$ cat src/rtl/regfile_pkg.sv
// Shared register file types and sizes for the read/write port arbiters.
// No logic; types and a tag-width helper only.
package regfile_pkg;

  localparam int ADDR_W   = 4;
  localparam int DATA_W   = 16;
  localparam int NUM_REGS = 16;

  typedef logic [ADDR_W-1:0] regid_t;

  typedef enum logic {
    RSP_EMPTY = 1'b0,
    RSP_FULL  = 1'b1
  } rsp_state_e;

  // Index width for n requesters, never narrower than one bit.
  function automatic int tag_width(input int n);
    return (n <= 1) ? 1 : $clog2(n);
  endfunction

endpackage

$ cat src/rtl/rr_arbiter.sv
// Round-robin grant: scans from last+1 with wrap, combinational (0 cycles).
// No storage; en low suppresses every grant, so backpressure is the caller's.
module rr_arbiter
  import regfile_pkg::*;
#(
  parameter int NUM_REQ = 4,
  parameter int IDX_W   = tag_width(NUM_REQ)
) (
  input  logic [NUM_REQ-1:0] req,
  input  logic               en,
  input  logic [IDX_W-1:0]   last,
  output logic [NUM_REQ-1:0] gnt,
  output logic [IDX_W-1:0]   gnt_idx,
  output logic               gnt_vld
);

  logic [IDX_W-1:0] sel;

  always_comb begin
    gnt     = '0;
    gnt_idx = '0;
    gnt_vld = 1'b0;
    sel     = '0;
    for (int k = 1; k <= NUM_REQ; k++) begin
      sel = IDX_W'((int'(last) + k) % NUM_REQ);
      if (en && !gnt_vld && req[sel]) begin
        gnt[sel] = 1'b1;
        gnt_idx  = sel;
        gnt_vld  = 1'b1;
      end
    end
  end

endmodule

$ cat src/rtl/regfile_read_arbiter.sv
// Shares one register file read port among NUM_REQ requesters; response 1 cycle after grant.
// A held, unaccepted response blocks all grants; accept and new grant may share an edge.
module regfile_read_arbiter
  import regfile_pkg::*;
#(
  parameter int NUM_REQ = 4,
  parameter int ADDR_W  = $bits(regid_t),
  parameter int DATA_W  = regfile_pkg::DATA_W,
  parameter int TAG_W   = tag_width(NUM_REQ)
) (
  input  logic                      clk,
  input  logic                      rst,
  input  logic [NUM_REQ-1:0]        req_valid,
  input  logic [NUM_REQ*ADDR_W-1:0] req_regid,
  output logic [NUM_REQ-1:0]        req_ready,
  output logic [ADDR_W-1:0]         rf_regid,
  output logic                      rf_rd_en,
  input  logic [DATA_W-1:0]         rf_data,
  input  logic                      wr_en,
  input  logic [ADDR_W-1:0]         wr_regid,
  input  logic [DATA_W-1:0]         wr_data,
  output logic                      rsp_valid,
  output logic [TAG_W-1:0]          rsp_tag,
  output logic [DATA_W-1:0]         rsp_data,
  input  logic                      rsp_ready
);

  rsp_state_e          state, state_nxt;
  logic [TAG_W-1:0]    last;
  logic                stall;
  logic                arb_en;
  logic [NUM_REQ-1:0]  gnt;
  logic [TAG_W-1:0]    gnt_idx;
  logic                gnt_vld;
  logic [DATA_W-1:0]   byp_data;

  assign rsp_valid = (state == RSP_FULL);
  assign stall     = rsp_valid & ~rsp_ready;
  // Reset gating keeps grants off while rst is held, not just after the edge.
  assign arb_en    = ~stall & ~rst;

  rr_arbiter #(
    .NUM_REQ (NUM_REQ),
    .IDX_W   (TAG_W)
  ) u_rr (
    .req     (req_valid),
    .en      (arb_en),
    .last    (last),
    .gnt     (gnt),
    .gnt_idx (gnt_idx),
    .gnt_vld (gnt_vld)
  );

  assign req_ready = gnt;
  assign rf_rd_en  = gnt_vld;

  always_comb begin
    rf_regid = req_regid[ADDR_W-1:0];
    for (int i = 0; i < NUM_REQ; i++) begin
      if (gnt[i]) rf_regid = req_regid[i*ADDR_W +: ADDR_W];
    end
  end

  // Write-before-read: a write landing this cycle wins over the array's old value.
  assign byp_data = (wr_en && (wr_regid == rf_regid)) ? wr_data : rf_data;

  always_comb begin
    state_nxt = state;
    case (state)
      RSP_EMPTY: if (gnt_vld) state_nxt = RSP_FULL;
      RSP_FULL: begin
        if (gnt_vld)        state_nxt = RSP_FULL;
        else if (rsp_ready) state_nxt = RSP_EMPTY;
      end
      default:              state_nxt = RSP_EMPTY;
    endcase
  end

  always_ff @(posedge clk or posedge rst) begin
    if (rst) begin
      state    <= RSP_EMPTY;
      last     <= TAG_W'(NUM_REQ - 1);
      rsp_tag  <= '0;
      rsp_data <= '0;
    end else begin
      state <= state_nxt;
      if (gnt_vld) begin
        last     <= gnt_idx;
        rsp_tag  <= gnt_idx;
        rsp_data <= byp_data;
      end
    end
  end

endmodule

$ cat config.mk
export PLATFORM = sky130hd
export DESIGN_NAME = regfile_read_arbiter
export DESIGN_NICKNAME = d
export VERILOG_FILES = /design/src/rtl/regfile_pkg.sv /design/src/rtl/rr_arbiter.sv /design/src/rtl/regfile_read_arbiter.sv
export SDC_FILE = /design/constraint.sdc
export NUM_CORES = 1
export LEC_CHECK = 0
export CAP_MARGIN = 5
export CORE_ASPECT_RATIO = 1.2
export CORE_MARGIN = 1
export CORE_UTILIZATION = 42
export CTS_CLUSTER_SIZE = 16
export DETAILED_ROUTE_END_ITERATION = 7
export GPL_TIMING_DRIVEN = 0
export PLACE_DENSITY = 0.88
export SLEW_MARGIN = 5
export SYNTH_ARGS = -nofsm -noshare
export SYNTH_HDL_FRONTEND = slang
export SYNTH_SLANG_ARGS = --single-unit
$ cat constraint.sdc
create_clock -name clk -period 5.6 [get_ports clk]
set_clock_uncertainty 0.05 [all_clocks]
set_input_delay 1.4 -clock clk [delete_from_list [all_inputs] [get_ports clk]]
set_output_delay 1.4 -clock clk [all_outputs]
set_load 0.02 [all_outputs]
# After elaboration in Yosys (flattened, before gate mapping)

Cells that the tools add are included.

Flip-flop bits (word level): 21
Output and inout port bits: 28
Bits of input ports: 60

Add/subtract/negate cells: 4
Bitwise operators: 9
Equal/unequal tests: 1
Reduce and logical (&&, ||, !) cells: 15
$lt $le $gt $ge: 8
Muxes and demuxes: 36

Operator list:

| cell                                                       | count |
|---|---|
| 2-to-1 mux 4 bit                                           | 7 |
| 2-to-1 mux 16 bit                                          | 1 |
| 2-to-1 mux 1 bit                                           | 15 |
| logical AND 1 bit                                          | 12 |
| less-than comparator 2 x 3 -> 1 bit, second input constant | 4 |
| bitwise OR 4 bit                                           | 3 |
| binary-select mux 1 bit (select 2 bit)                     | 4 |
| demux 1 bit (select 2 bit)                                 | 4 |
| >= comparator 2 x 1 -> 1 bit, second input constant        | 4 |
| 2-to-1 mux 2 bit                                           | 4 |
| adder 2 x 1 -> 2 bit, second input constant                | 2 |
| adder 2 bit, second input constant                         | 2 |
| == test 4 bit                                              | 1 |
| inverter 1 bit                                             | 4 |
| zero test 1 bit                                            | 3 |
| AND 1 bit                                                  | 2 |
| one-hot mux 1 bit (2 select lines)                         | 1 |

# Logic depth before layout (Yosys ltp)

Gate-level depths: netlist of run 1.

Depth after elaboration: 24
Depth in mapped cells: 15
Depth with buffers taken out: 12

# Hierarchy

A second synthesis of run 1 with hierarchy kept.

Cells, all modules: 184
Area total of the unflattened synthesis: 1909.3 sq um

Modules (own cells, without submodules):

| module               | cells each | instances | area an instance (sq um) |
|---|---|---|---|
| regfile_read_arbiter | 119        | 1         | 1387.6 |
| rr_arbiter           | 65         | 1         | 521.8 |

# Least setup slack after synthesis of run 1

OpenSTA, ideal clock, no wires.

Path kind: input-to-output
Start: input req_valid[2]
End: output rf_regid[3]
Arrival time: 3.288 ns
Slack: 0.862 ns
Buffers on the path: 0
Stages on the path: 7
Cell sequence: mux4_2 -> or4_4 -> a21oi_2 -> o21ai_1 -> nand3_1 -> o21ai_0 -> o21ai_0

Cells in the longest elaborated chain, start to end: 19
Elaborated cells on any way between the ends: 31

RTL lines:

| item                                   | line                       | source |
|---|---|---|
| start, declared                        | regfile_read_arbiter.sv:13 | `input logic [NUM_REQ-1:0] req_valid,` |
| binary-select mux 1 bit (select 2 bit) | rr_arbiter.sv:26           | `if (en && !gnt_vld && req[sel]) begin` |
| 2-to-1 mux 1 bit (not written as such) | rr_arbiter.sv:26           |  |
| logical AND 1 bit                      | rr_arbiter.sv:26           |  |
| 2-to-1 mux 1 bit                       | rr_arbiter.sv:26           |  |
| zero test 1 bit                        | rr_arbiter.sv:26           |  |
| logical AND 1 bit (2 in a row)         | rr_arbiter.sv:26           |  |
| 2-to-1 mux 1 bit                       | rr_arbiter.sv:26           |  |
| zero test 1 bit                        | rr_arbiter.sv:26           |  |
| logical AND 1 bit (2 in a row)         | rr_arbiter.sv:26           |  |
| 2-to-1 mux 1 bit                       | rr_arbiter.sv:26           |  |
| zero test 1 bit                        | rr_arbiter.sv:26           |  |
| logical AND 1 bit (2 in a row)         | rr_arbiter.sv:26           |  |
| 2-to-1 mux 4 bit (*)                   | rr_arbiter.sv:26           |  |
| 2-to-1 mux 4 bit (2 in a row)          | regfile_read_arbiter.sv:60 | `if (gnt[i]) rf_regid = req_regid[i*ADDR_W +: ADDR_W];` |
| 2-to-1 mux 4 bit (*)                   | regfile_read_arbiter.sv:60 |  |
| end, declared                          | regfile_read_arbiter.sv:16 | `output logic [ADDR_W-1:0] rf_regid,` |

Mark *: on every way between the ends. The rest lies on a longest branch, timed or not. The select of a mux whose other input is x is not followed.

# Worst setup path in the final report of run 1

Start: input req_valid[1]
End: output rf_regid[0]

The elaborated chain is that of the path after synthesis.

==> results of run 1 <==
==> area by class of cell <==
cell class                 count  area [µm²]
fill                         355        1380
multi-input combinational    180        1290
timing repair buffer          90         886
sequential                    21         528
buffer                        12        71.3
tap                           56        70.1
inverter                      14        53.8
clock buffer                   3        41.3
clock inverter                 1        5.00
==> stage by stage <==
step / TNS [ps] / cell area [µm²] / instances
detailed placement: -1100 / 2880 / 372
global route: 0 / 2940 / 377
global placement: -958 / 2880 / 372
floorplan: 0 / 1930 / 229
finish: 0 / 2940 / 377
CTS: 0 / 2930 / 378
==> flip-flops by register name, summed over array words and instances (netlist names) <==
name and flops:
rsp_valid 1, rsp_tag 2, last 2, rsp_data 16
==> worst max path at each step <==
stage,slack [ps],from,depth (start not counted),end
2_1_floorplan,860,req_valid[2],7,rf_regid[3]
3_3_place_gp,-300,req_valid[2],9,rf_rd_en
3_5_place_dp,-330,req_valid[3],9,rf_rd_en
4_1_cts,20,req_valid[1],9,rf_rd_en
5_1_grt,2,req_valid[0],9,rf_regid[2]
6_report,120,req_valid[1],9,rf_regid[0]
==> routing by layer <==
layer	share of wire	vias to the layer above	global-route usage
met5	0	-	0
met1	0.41	1004	0.282
met2	0.51	93	0.431
met3	0.067	14	0.0524
li1	-	1044	-
met4	0.019	0	0.0818
==> repair_timing <==
item,4_1_cts,5_1_grt
endpoints found under the setup margin,5,5
buffers inserted,2,1
gates resized for setup,9,4
gates cloned,0,0
==> power by group <==
part / internal, mW / switching, mW
combinational: 0.491 / 0.645
clock: 0.0495 / 0.0487
sequential: 0.232 / 0.0606
==> synth_stat cells, types with 3 or more instances <==
| cell type | number | area, µm² |
|---|---|---|
| nand2_1 | 28 | 105 |
| nand3_1 | 21 | 105 |
| nand4_1 | 20 | 125 |
| dfrtp_1 | 19 | 475 |
| o211ai_1 | 19 | 143 |
| inv_1 | 12 | 45.0 |
| nor2_1 | 11 | 41.3 |
| a21oi_1 | 10 | 50.1 |
| ha_1 | 8 | 100 |
| clkbuf_1 | 7 | 26.3 |
| o21ai_0 | 7 | 35.0 |
| mux4_2 | 4 | 90.1 |
| a21o_1 | 3 | 22.5 |
| buf_2 | 3 | 15.0 |
| mux2_2 | 3 | 33.8 |
| nand3b_1 | 3 | 22.5 |
| o21ai_1 | 3 | 15.0 |
| xnor2_1 | 3 | 26.3 |
==> logic make-up (layout without fill, tap and decap cells) <==
| group | after synthesis | in the layout | share of synthesized area |
|---|---|---|---|
| AO/OA/AOI/OAI | 61 | 61 | 0.239 |
| XOR/XNOR | 7 | 7 | 0.0395 |
| adder cells (fa/ha/maj) | 8 | 8 | 0.0517 |
| buffers and inverters | 28 | 120 | 0.0679 |
| flip-flops | 21 | 21 | 0.273 |
| multiplexers | 9 | 9 | 0.0744 |
| AND/OR/NAND/NOR | 95 | 95 | 0.255 |
==> critical path, delay by kind of cell <==
family                 cells  cell delay [ps]
buffers and inverters      2              800
and+or+nand+nor            2              650
AOI/OAI and AO/OA          4              610
muxes                      1              560
==> results.yml, run 1 <==
sta:
  setup_slack_ps: 119
  maxSlewHeadroom: 0.488
  final.period_utilization: 0.979
  min_period_ps: 5480
  setup_violations: 0
  rsz0062_at_grt: "false"
  hold-worst-slack_ps: 436
  worstMarginPinSlew_ps: 768
  max_clock_freq_mhz: 182
  timing_max_transition_violations_final: 0
  hold_violations: 0
global_routing:
  grt_pass1_wl_mm: 9.58
  antenna_found_initial: 0
  grt_pass1_vias: 2146
  grt_max_degree: 22
  track_usage: 0.242
  overflow: 0
die:
  rows: 26
  die-area_um2: 4880
  fp.dieW_um: 64.0
  core_area_um2: 4330
  io_pins: 88
  die_y_um: 76.3
  start_util: 0.447
setup_path:
  crit_fanout: 6
  path_cells: "clkdlybuf4s50_1 > mux4_2 > or4_4 > a21oi_2 > o21ai_0 > a21oi_1 > a211oi_1 > nor2_1 > clkdlybuf4s15_1"
  criticalPathCategory: "primary input to output port"
  cp-end-kind: "output port"
  startpoint_type: "primary input"
  r2r-end: "rsp_data[8]"
  cp_data_arrival_time_ps: 4030
  cp_data_required_time_ps: 4150
  r2r_slack_ps: 1510
  critPathMaxStageDelay_ps: 560
  rr_worst_depth: 14
  r2r-start: "last[0]"
  cpMaxStageDelayCell: "mux4_2"
route:
  drc: 0
  vias: 2155
  firstDrtPassIters: 4
  detail_route.wirelength_mm: 5.66
  first_iter_violations: 95
  viasPerCell: 5.72
  antenna_left: 0
  wl_per_cell_um: 15.0
power_and_ir_drop:
  power_mw: 1.53
  power.density_nw_per_um2: 519
  ir_drop_mv: 0.353
  p_leak_nw: 1.22
clock_tree:
  root_buffer: "clkbuf_8"
  cts_tree: "done"
  ctsLongestPathBuffers: 2
  clk_pin_slew_ps: 70
  cts_hold_buffers: 0
  cts.sinks: 21
  htreeDepth: 1
  cts-buffers-inserted: 3
  insertion_delay_ps: 260
place:
  portBuffers: 87
  gp_congestion: 0.807
  hpwl_mm: 4.44
  post-place-ws_ps: -326
synth:
  synthFlopType: "dfrtp_1"
  syn_inst: 229
  synth.avg_cell_area_um2: 8.45
  ys_warn_count: 0
  synth_seq_cells: 21
  async_flop_share: 1.00
  synth-seq-area-share: 0.273
  netlist_area_um2: 1930
  synth_edf_count: 0
  ys_types: 51
  synth_nets: 297
flow_run:
  maxCapViolations: 0
final_layout:
  area_growth_pct: 52.1
  num_antenna_cells: 0
  mostFrequentLayoutCells: "clkdlybuf4s50_1 (80), nand2_1 (28), nand3_1 (21), nand4_1 (20)"
  final_util: 0.680
  finalNetCount: 390
  final_common_cell: "clkdlybuf4s50_1"
  drive_gt1_frac: 0.125
min_path:
  hold_end: "rsp_tag[0]"
  hp-start: "rsp_tag[0]"
  hold_class: "flop to flop"
  holdPathStages: 2
outcome:
  status: "finished clean"
(Power assumes the default switching activity.)
==> inputs of run 2 (changes only) <==
CORE_UTILIZATION = 35   (was 42)
HOLD_SLACK_MARGIN = 0.02   (was default)
PLACE_DENSITY = 0.76   (was 0.88)
==> results.yml, run 2 (synthesized netlist as in run 1, its figures left out) <==
clock_tree:
  clk_pin_slew_ps: 70
  insertion_delay_ps: 260
  root_buffer: "clkbuf_8"
  htreeDepth: 1
  ctsLongestPathBuffers: 2
  cts-buffers-inserted: 3
  cts_tree: "done"
  cts_hold_buffers: 0
  cts.sinks: 21
setup_path:
  startpoint_type: "primary input"
  critPathMaxStageDelay_ps: 550
  cp-end-kind: "output port"
  r2r_slack_ps: 1440
  cpMaxStageDelayCell: "mux4_2"
  criticalPathCategory: "primary input to output port"
  r2r-start: "last[0]"
  cp_data_arrival_time_ps: 4000
  rr_worst_depth: 15
  crit_fanout: 6
  path_cells: "clkdlybuf4s50_1 > mux4_2 > or4_4 > a21o_1 > nand3_1 > a21oi_1 > a211oi_1 > nor2_1 > dlygate4sd2_1"
  cp_data_required_time_ps: 4150
  r2r-end: "rsp_data[13]"
global_routing:
  grt_pass1_wl_mm: 9.07
  overflow: 0
  antenna_found_initial: 0
  grt_max_degree: 22
  grt_pass1_vias: 1995
  track_usage: 0.188
place:
  post-place-ws_ps: -339
  portBuffers: 87
  gp_congestion: 0.859
  hpwl_mm: 4.26
  place_area_um2: 2880
route:
  drc: 0
  first_iter_violations: 102
  viasPerCell: 5.43
  detail_route.wirelength_mm: 5.63
  antenna_left: 0
  wl_per_cell_um: 14.6
  vias: 2089
  firstDrtPassIters: 4
sta:
  setup_slack_ps: 146
  final.period_utilization: 0.974
  setup_violations: 0
  worstMarginPinSlew_ps: 785
  hold_violations: 0
  max_clock_freq_mhz: 183
  min_period_ps: 5450
  maxSlewHeadroom: 0.476
  timing_max_transition_violations_final: 0
final_layout:
  largest-register: "rsp_data"
  final_util: 0.559
  largest_reg_flops: 16
  final_common_cell: "clkdlybuf4s50_1"
  finalNetCount: 392
  regArea_um2: 528
  nFillCells: 490
  multi_input_area_um2: 1280
  num_antenna_cells: 0
  postLayoutCellArea_um2: 2960
  area_growth_pct: 53.2
  reg.largest.list: "rsp_data: 16 flops, last: 2 flops, rsp_tag: 2 flops"
  mostFrequentLayoutCells: "clkdlybuf4s50_1 (80), nand2_1 (28), nand3_1 (21), nand4_1 (20)"
  drive_gt1_frac: 0.121
die:
  io_pins: 88
  rows: 29
  fp.dieW_um: 69.9
  die_y_um: 83.4
  core_area_um2: 5300
  die-area_um2: 5830
  start_util: 0.365
min_path:
  hold_class: "flop to flop"
  hp-start: "rsp_data[12]"
  holdPathStages: 2
  hold_end: "rsp_data[12]"
outcome:
  status: "finished clean"
power_and_ir_drop:
  ir_drop_mv: 0.229
  p_leak_nw: 1.24
  power.density_nw_per_um2: 519
flow_run:
  maxCapViolations: 0
run 2: through the flow:
stage / hold slack, ps / instances / setup TNS [ps] / power, mW
final: 428 / 385 / 0 / 1.54
after global routing: 450 / 385 / -4.86 / 1.64
after CTS: 432 / 382 / 0 / 1.50
after detailed placement: 416 / 378 / -1160 / 1.41
after global placement: 410 / 378 / -1070 / 1.40
after floorplan: 539 / 229 / 0 / 1.01
run 2: cell type report:
type                       count  share of cell area
tap                           62              0.0262
inverter                      14              0.0182
clock inverter                 1             0.00169
multi-input combinational    180               0.432
buffer                        12              0.0241
sequential                    21               0.178
clock buffer                   3              0.0139
timing repair buffer          92               0.306
run 2: routing by layer:
layer	wire, µm	track usage	share of wire
met5	0	0	0
met2	2740	0.319	0.49
met1	2430	0.237	0.43
met4	93	0.0691	0.017
met3	364	0.0316	0.065
run 2: power by group:
part / internal, mW / leakage (nW) / switching, mW
logic: 0.502 / 0.963 / 0.643
clock network: 0.0496 / 0.0255 / 0.0510
registers: 0.232 / 0.254 / 0.0592
total: 0.783 / 1.24 / 0.753
run 2: what timing repair did:
action                     CTS  global route
setup endpoints to repair    5             6
setup buffers                0             5
gates resized for setup      8             3
pin swaps                    0             1
run 2: worst max-delay path, delay by kind of cell:
kind / cells / cell delay [ps]
multiplexers: 1 / 550
AO/OA/AOI/OAI: 3 / 510
AND/OR/NAND/NOR: 3 / 740
buffers and inverters: 2 / 810
run 2: worst max path at each step:
| stage | startpoint | to | slack [ps] | cells after the start |
|---|---|---|---|---|
| after CTS | req_valid[2] | rf_regid[1] | 10 | 9 |
| after floorplan | req_valid[2] | rf_regid[3] | 860 | 7 |
| after global routing | req_valid[1] | rf_regid[3] | -5 | 9 |
| final | req_valid[1] | rf_regid[0] | 150 | 9 |
| after detailed placement | req_valid[2] | rf_rd_en | -340 | 9 |
| after global placement | req_valid[2] | rf_rd_en | -340 | 9 |
